===== config.mk =====
export PLATFORM = sky130hd
export DESIGN_NAME = scroll_engine_flat
export DESIGN_NICKNAME = d
export VERILOG_FILES = /design/src/rtl/scroll_engine_if.sv /design/src/rtl/scroll_engine.sv /design/src/flat_wrapper.sv
export SDC_FILE = /design/constraint.sdc
export NUM_CORES = 1
export LEC_CHECK = 0
export ABC_AREA = 1
export CAP_MARGIN = 30
export CORE_MARGIN = 2
export CORE_UTILIZATION = 61
export DETAILED_ROUTE_END_ITERATION = 12
export HOLD_SLACK_MARGIN = 0.12
export PLACE_DENSITY = 0.9
export SKIP_CTS_REPAIR_TIMING = 1
export SYNTH_ARGS = -nofsm -noshare
export SYNTH_HDL_FRONTEND = slang
export SYNTH_SLANG_ARGS = --single-unit

===== constraint.sdc =====
create_clock -name clk -period 5.4 [get_ports clk]
set_clock_uncertainty 0.1 [all_clocks]
set_input_delay 0.81 -clock clk [delete_from_list [all_inputs] [get_ports clk]]
set_output_delay 0.81 -clock clk [all_outputs]
set_load 0.02 [all_outputs]

===== src/rtl/scroll_engine_if.sv =====
// scroll_engine_if: scroll/clear request, status and text-RAM port bundle.
// slave = scroll_engine side; master = requester plus text RAM side.
interface scroll_engine_if #(parameter int CELL_WIDTH = 16);
  logic                  scroll_valid;
  logic                  scroll_dir;
  logic [7:0]            scroll_step;
  logic [7:0]            scroll_top;
  logic [7:0]            scroll_bottom;
  logic                  clear_all;
  logic                  busy;
  logic                  done;
  logic                  dropped;
  logic [7:0]            ram_rline;
  logic [7:0]            ram_rcol;
  logic [CELL_WIDTH-1:0] ram_rdata;
  logic                  ram_wen;
  logic [7:0]            ram_wline;
  logic [7:0]            ram_wcol;
  logic [CELL_WIDTH-1:0] ram_wdata;
  modport slave (
    input  scroll_valid, scroll_dir, scroll_step, scroll_top, scroll_bottom, clear_all, ram_rdata,
    output busy, done, dropped, ram_rline, ram_rcol, ram_wen, ram_wline, ram_wcol, ram_wdata
  );
  modport master (
    output scroll_valid, scroll_dir, scroll_step, scroll_top, scroll_bottom, clear_all, ram_rdata,
    input  busy, done, dropped, ram_rline, ram_rcol, ram_wen, ram_wline, ram_wcol, ram_wdata
  );
endinterface


===== src/rtl/scroll_engine.sv =====
// scroll_engine: shifts lines of the text RAM inside [top, bottom] and services full-screen clear.
// Optional SCROLL_BLANK_FILL_EN: vacated lines are written with BLANK_CELL; otherwise they keep stale data.
module scroll_engine #(
  parameter int                    CONSOLE_LINES   = 30,
  parameter int                    CONSOLE_COLUMNS = 80,
  parameter int                    CELL_WIDTH      = 16,
  parameter logic [CELL_WIDTH-1:0] BLANK_CELL      = 16'h0020
) (
  input logic            clk,
  input logic            rst_n,
  scroll_engine_if.slave bus
);
`ifdef SCROLL_BLANK_FILL_EN
  localparam bit FILL_EN = 1'b1;
`else
  localparam bit FILL_EN = 1'b0;
`endif
  localparam logic [7:0] LINES    = 8'(CONSOLE_LINES);
  localparam logic [7:0] LAST_COL = 8'(CONSOLE_COLUMNS - 1);
  typedef enum logic [1:0] {IDLE, COPY, CLEAR, DONE} state_t;
  state_t     state_q, state_d;
  logic       dir_q, dir_d, drain_q, drain_d, wv_q, wv_d, dropped_q, dropped_d;
  logic [7:0] top_q, top_d, bot_q, bot_d, step_q, step_d, ncopy_q, ncopy_d, nclear_q, nclear_d;
  logic [7:0] idx_q, idx_d, col_q, col_d, wline_q, wline_d, wcol_q, wcol_d;
  logic [7:0] eff_step, height, dst, src, clr_line;
  logic       req, bad, big, rd_on, clearing;

  assign req      = bus.scroll_valid | bus.clear_all;
  assign eff_step = bus.scroll_step == 8'd0 ? 8'd1 : bus.scroll_step;
  assign height   = bus.scroll_bottom - bus.scroll_top + 8'd1;
  assign bad      = bus.scroll_top > bus.scroll_bottom || bus.scroll_bottom >= LINES;
  assign big      = eff_step >= height;
  // idx never exceeds n_copy-1, so src stays inside the region without wrapping
  assign dst      = dir_q ? bot_q - idx_q : top_q + idx_q;
  assign src      = dir_q ? dst - step_q : dst + step_q;
  assign clr_line = (dir_q ? top_q : bot_q - nclear_q + 8'd1) + idx_q;
  assign rd_on    = state_q == COPY && !drain_q;
  assign clearing = state_q == CLEAR;

  always_comb begin
    state_d   = state_q;
    dir_d     = dir_q;
    top_d     = top_q;
    bot_d     = bot_q;
    step_d    = step_q;
    ncopy_d   = ncopy_q;
    nclear_d  = nclear_q;
    idx_d     = idx_q;
    col_d     = col_q;
    drain_d   = drain_q;
    dropped_d = dropped_q;
    wv_d      = rd_on;
    wline_d   = rd_on ? dst : 8'd0;
    wcol_d    = rd_on ? col_q : 8'd0;
    case (state_q)
      IDLE: if (req) begin
        dropped_d = 1'b0;
        idx_d     = 8'd0;
        col_d     = 8'd0;
        drain_d   = 1'b0;
        if (bus.clear_all) begin
          dir_d    = 1'b1;
          top_d    = 8'd0;
          bot_d    = LINES - 8'd1;
          step_d   = LINES;
          ncopy_d  = 8'd0;
          nclear_d = LINES;
          state_d  = FILL_EN ? CLEAR : DONE;
        end else begin
          dir_d    = bus.scroll_dir;
          top_d    = bus.scroll_top;
          bot_d    = bus.scroll_bottom;
          step_d   = eff_step;
          ncopy_d  = big ? 8'd0 : height - eff_step;
          nclear_d = big ? height : eff_step;
          state_d  = bad ? DONE : !big ? COPY : FILL_EN ? CLEAR : DONE;
        end
      end
      COPY: if (drain_q) begin
        drain_d = 1'b0;
        idx_d   = 8'd0;
        col_d   = 8'd0;
        state_d = FILL_EN ? CLEAR : DONE;
      end else if (col_q == LAST_COL) begin
        col_d   = 8'd0;
        drain_d = idx_q == ncopy_q - 8'd1;
        idx_d   = idx_q == ncopy_q - 8'd1 ? idx_q : idx_q + 8'd1;
      end else begin
        col_d = col_q + 8'd1;
      end
      CLEAR: if (col_q == LAST_COL) begin
        col_d   = 8'd0;
        idx_d   = idx_q + 8'd1;
        state_d = idx_q == nclear_q - 8'd1 ? DONE : CLEAR;
      end else begin
        col_d = col_q + 8'd1;
      end
      default: state_d = IDLE;
    endcase
    if (state_q != IDLE && req) dropped_d = 1'b1;
  end

  always_ff @(posedge clk or negedge rst_n) begin
    if (!rst_n) begin
      state_q   <= IDLE;
      dir_q     <= 1'b0;
      drain_q   <= 1'b0;
      wv_q      <= 1'b0;
      dropped_q <= 1'b0;
      top_q     <= 8'd0;
      bot_q     <= 8'd0;
      step_q    <= 8'd0;
      ncopy_q   <= 8'd0;
      nclear_q  <= 8'd0;
      idx_q     <= 8'd0;
      col_q     <= 8'd0;
      wline_q   <= 8'd0;
      wcol_q    <= 8'd0;
    end else begin
      state_q   <= state_d;
      dir_q     <= dir_d;
      drain_q   <= drain_d;
      wv_q      <= wv_d;
      dropped_q <= dropped_d;
      top_q     <= top_d;
      bot_q     <= bot_d;
      step_q    <= step_d;
      ncopy_q   <= ncopy_d;
      nclear_q  <= nclear_d;
      idx_q     <= idx_d;
      col_q     <= col_d;
      wline_q   <= wline_d;
      wcol_q    <= wcol_d;
    end
  end

  assign bus.busy      = state_q != IDLE;
  assign bus.done      = state_q == DONE;
  assign bus.dropped   = dropped_q;
  assign bus.ram_rline = rd_on ? src : 8'd0;
  assign bus.ram_rcol  = rd_on ? col_q : 8'd0;
  // copy writes forward the RAM's registered read data straight onto the write port
  assign bus.ram_wen   = wv_q | clearing;
  assign bus.ram_wline = clearing ? clr_line : wline_q;
  assign bus.ram_wcol  = clearing ? col_q : wcol_q;
  assign bus.ram_wdata = clearing ? BLANK_CELL : wv_q ? bus.ram_rdata : '0;
endmodule

===== src/flat_wrapper.sv =====
// flat-port wrapper written by rule: the top's interface ports become plain ports
module scroll_engine_flat 
#(
  parameter int                    CONSOLE_LINES   = 30,
  parameter int                    CONSOLE_COLUMNS = 80,
  parameter int                    CELL_WIDTH      = 16,
  parameter logic [CELL_WIDTH-1:0] BLANK_CELL      = 16'h0020
)
  (clk, rst_n, bus_scroll_valid, bus_scroll_dir, bus_scroll_step, bus_scroll_top, bus_scroll_bottom, bus_clear_all, bus_ram_rdata, bus_busy, bus_done, bus_dropped, bus_ram_rline, bus_ram_rcol, bus_ram_wen, bus_ram_wline, bus_ram_wcol, bus_ram_wdata);
  scroll_engine_if #(.CELL_WIDTH(CELL_WIDTH)) bus_i ();
  input logic clk;
  input logic rst_n;
  input wire logic [$bits(bus_i.scroll_valid)-1:0] bus_scroll_valid;
  input wire logic [$bits(bus_i.scroll_dir)-1:0] bus_scroll_dir;
  input wire logic [$bits(bus_i.scroll_step)-1:0] bus_scroll_step;
  input wire logic [$bits(bus_i.scroll_top)-1:0] bus_scroll_top;
  input wire logic [$bits(bus_i.scroll_bottom)-1:0] bus_scroll_bottom;
  input wire logic [$bits(bus_i.clear_all)-1:0] bus_clear_all;
  input wire logic [$bits(bus_i.ram_rdata)-1:0] bus_ram_rdata;
  output wire logic [$bits(bus_i.busy)-1:0] bus_busy;
  output wire logic [$bits(bus_i.done)-1:0] bus_done;
  output wire logic [$bits(bus_i.dropped)-1:0] bus_dropped;
  output wire logic [$bits(bus_i.ram_rline)-1:0] bus_ram_rline;
  output wire logic [$bits(bus_i.ram_rcol)-1:0] bus_ram_rcol;
  output wire logic [$bits(bus_i.ram_wen)-1:0] bus_ram_wen;
  output wire logic [$bits(bus_i.ram_wline)-1:0] bus_ram_wline;
  output wire logic [$bits(bus_i.ram_wcol)-1:0] bus_ram_wcol;
  output wire logic [$bits(bus_i.ram_wdata)-1:0] bus_ram_wdata;
  assign bus_i.scroll_valid = bus_scroll_valid;
  assign bus_i.scroll_dir = bus_scroll_dir;
  assign bus_i.scroll_step = bus_scroll_step;
  assign bus_i.scroll_top = bus_scroll_top;
  assign bus_i.scroll_bottom = bus_scroll_bottom;
  assign bus_i.clear_all = bus_clear_all;
  assign bus_i.ram_rdata = bus_ram_rdata;
  assign bus_busy = bus_i.busy;
  assign bus_done = bus_i.done;
  assign bus_dropped = bus_i.dropped;
  assign bus_ram_rline = bus_i.ram_rline;
  assign bus_ram_rcol = bus_i.ram_rcol;
  assign bus_ram_wen = bus_i.ram_wen;
  assign bus_ram_wline = bus_i.ram_wline;
  assign bus_ram_wcol = bus_i.ram_wcol;
  assign bus_ram_wdata = bus_i.ram_wdata;
  scroll_engine #(.CONSOLE_LINES(CONSOLE_LINES), .CONSOLE_COLUMNS(CONSOLE_COLUMNS), .CELL_WIDTH(CELL_WIDTH), .BLANK_CELL(BLANK_CELL)) u_core (.clk(clk), .rst_n(rst_n), .bus(bus_i));
endmodule

==> flow_summary.json <==
{
  "fin_crit_ns": 4.96,
  "routedWlPerCell_microns": 15.6,
  "crit_chain": "inv_1, ha_1, inv_1, ha_1, inv_1, fa_1, inv_1, a21oi_1, o21ai_0, o21ai_0, ha_1, nand3_1, nand3_1, nand2_1, nand2_1, a21oi_1, xor2_1, o21ai_0, clkdlybuf4s50_1",
  "finalNetCount": 1197,
  "start_util_pct": 63.3,
  "yosys.area.top_type": "dfrtp_1",
  "final-hold-violation-count": 0,
  "drtAntennaViolNets": 0,
  "status": "finished clean",
  "finalPower_mw": 4.76,
  "p_switching_mw": 2.44,
  "setup-tns-final_ns": 0,
  "drc": 0,
  "reg2reg_from": "u_core.state_q[0]$_DFFE_PN0P_",
  "yosys_warnings": 0,
  "hold_path_class": "input pin to async pin",
  "first_global_vias": 6418,
  "synth_common_cells": "nand2_1, inv_1, nor2_1",
  "critPathMaxFanout": 5,
  "path_clk_slew_ns": 0.06,
  "yosysTopAreaCellShare_pct": 28.1,
  "critPathKind": "flop to primary output",
  "critical_path.most_common_cell": "inv_1",
  "endpoint_kind": "primary output",
  "post_synth_num_cell_types": 44,
  "vias": 6934,
  "rsz0062_at_grt": "false",
  "grt_max_degree": 79,
  "fin_crit_sh_pct": 91.8,
  "crit_family": "adder cells",
  "synth-edff-count": 0,
  "clock_latency_ns": 0.35,
  "relSlewSlack_pct": 42.7,
  "synth_nets": 1109,
  "wl_microns": 18800,
  "grt_pass1_wl_microns": 31000,
  "cp.required_ns": 4.49,
  "yosysSeqAreaShare_pct": 28.1,
  "final.setup.worst_slack_ns": 0.441,
  "setup.worst_path.start": "u_core.bot_q[1]$_DFFE_PN0P_",
  "seq_power_share_pct": 19.8,
  "sw_frac_of_total_pct": 51.3,
  "cp-start-kind": "flop",
  "cts.sinks": 78,
  "fin_area_sq_um": 8310,
  "antennaDiodeCount": 0,
  "clockBufferDepth": 2,
  "p_int_mw": 2.32,
  "setup_viol": 0,
  "grt_overflow": 0,
  "p_leak_nw": 4.21,
  "dp_cells": 1193,
  "p_per_area_nw_per_um2": 573,
  "pre_cts_ws_ns": 0.919,
  "cts_buffers": 9,
  "firstDrtPassIters": 5,
  "area_delta_synth_final_pct": 19.5,
  "dpl.hpwl_microns": 14600,
  "synthCells": 977,
  "globalplace.congestion": 0.983,
  "first_iter_violations": 622,
  "die_w_microns": 111,
  "worst_hold_slack_ns": 0.156,
  "pin_count": 97,
  "max_stage_delay_ns": 0.65,
  "root_buffer": "clkbuf_16",
  "cts_max_level": 3,
  "fmax_mhz": 202,
  "max_cap_violations": 0,
  "async_flop_share_pct": 100,
  "placed_cell_area_sq_um": 8010,
  "ir_worst_vdd_uv": 355,
  "rows": 38,
  "yosysMostFrequentCell": "nand2_1",
  "globalRouteTotalUtil_pct": 30.9,
  "core_sq_um": 11000,
  "ys_seq_elements": 78,
  "yosys-top-cells-area": "dfrtp_1, ha_1, nand2_1",
  "dieArea_sq_um": 12300,
  "fillers": 816,
  "die_h_microns": 111,
  "slowest_stage": "clkdlybuf4s50_1",
  "synth_area_sq_um": 6950,
  "via_per_inst": 5.73,
  "syn_area_per_cell_sq_um": 7.12,
  "critPathBufInv": 5,
  "worstMarginPinSlew_ns": 0.859,
  "antenna_found_initial": 0,
  "power_frac_comb_pct": 68.1,
  "final_cells": 1210,
  "cts_tree": "yes",
  "drive_gt1_share_pct": 5.79,
  "crit_arrival_ns": 4.05,
  "slew_viol_final": 0,
  "synth-main-ff-cell": "dfrtp_1",
  "pwr-share-clk_pct": 12.2,
  "numPortBuffers": 96,
  "utilization_pct": 75.7
}
## power groups by stage
| stage | logic (mW) | clock network (mW) | registers (mW) |
|---|---|---|---|
| after floorplan | 2.35 | 0 | 0.881 |
| after global placement | 3.10 | 0 | 0.935 |
| after detailed placement | 3.18 | 0 | 0.942 |
| after CTS | 3.21 | 0.579 | 0.934 |
| after global routing | 3.63 | 0.606 | 0.959 |
| final | 3.24 | 0.579 | 0.942 |
## layout make-up
type                    count  area [sq um]  share of cell area (%)
inverters                 150           563                    6.78
repair buffers            100          1010                    12.1
flip-flops and latches     78          1950                    23.5
multi-input cells         726          4340                    52.2
well taps                 140           175                    2.11
clock buffers              10           229                    2.76
clock inverters             6          45.0                   0.542
## sequential cells by signal, summed over array words and instances (netlist names)
name,count
u_core.top_q,8
u_core.wline_q,8
u_core.ncopy_q,8
u_core.wcol_q,8
u_core.bot_q,8
u_core.step_q,8
u_core.state_q,2
u_core.col_q,8
u_core.drain_q,1
u_core.dir_q,1
u_core.nclear_q,8
u_core.idx_q,8
u_core.wv_q,1
u_core.bus.dropped,1
## cells in the final DEF, fill, tap and decap left out, drive strengths merged, types with 4 or more instances in the layout
cell type / netlist / routed
ha: 80 / 80
xor2: 27 / 27
clkbuf: 15 / 10
fa: 7 / 7
dfrtp: 78 / 78
nor2: 93 / 93
a21oi: 66 / 66
buf: 8 / 5
xnor2: 7 / 7
nand3: 60 / 60
o21ai: 64 / 64
nand2: 239 / 239
nor3: 14 / 14
o21bai: 5 / 5
nand4: 10 / 10
o22ai: 20 / 20
inv: 150 / 152
a21o: 4 / 4
a31oi: 8 / 8
clkdlybuf4s50: 0 / 95
## metal layers
layer | vias to the layer above | wire [microns] | GRT usage, %
met5 | - | 0 | 0
met4 | 0 | 865 | 16.3
met3 | 68 | 1490 | 5.63
met2 | 353 | 8650 | 49.8
met1 | 3149 | 7840 | 39.7
li1 | 3364 | - | -
## path summary, 6_finish.rpt
| path | to | slack [ns] | cells after the start |
|---|---|---|---|
| max reg2reg | u_core.idx_q[7]$_DFFE_PN0P_ | 2.79 | 10 |
| max in group asynchronous | u_core.step_q[5]$_DFFE_PN0P_ | 4.49 | 2 |
| min reg2reg | u_core.bus.dropped$_DFFE_PN0P_ | 0.42 | 2 |
| min in group clk | u_core.bus.dropped$_DFFE_PN0P_ | 0.42 | 2 |
| max | bus_ram_wline[6] | 0.44 | 19 |
| min | u_core.col_q[5]$_DFFE_PN0P_ | 0.16 | 1 |
## cell families after synthesis
kind of cell,Yosys count,synth area share [%]
buf+inv,173,9.56
xor+xnor,37,5.25
flops,78,28.1
simple gates,426,26.5
compound gates,176,14.2
fa+ha+maj,87,16.4
## worst register-to-register path, cell delays in order, from the launching register on
cell and delay [ns]:
dfrtp_1 0.43, inv_1 0.09, ha_1 0.28, nand2_1 0.14
inv_2 0.05, nor2_1 0.50, inv_1 0.29, a21oi_4 0.35
nand2_4 0.13, nand2_1 0.08, nand2_1 0.06
Note: power is estimated with default switching activity, not from simulation.
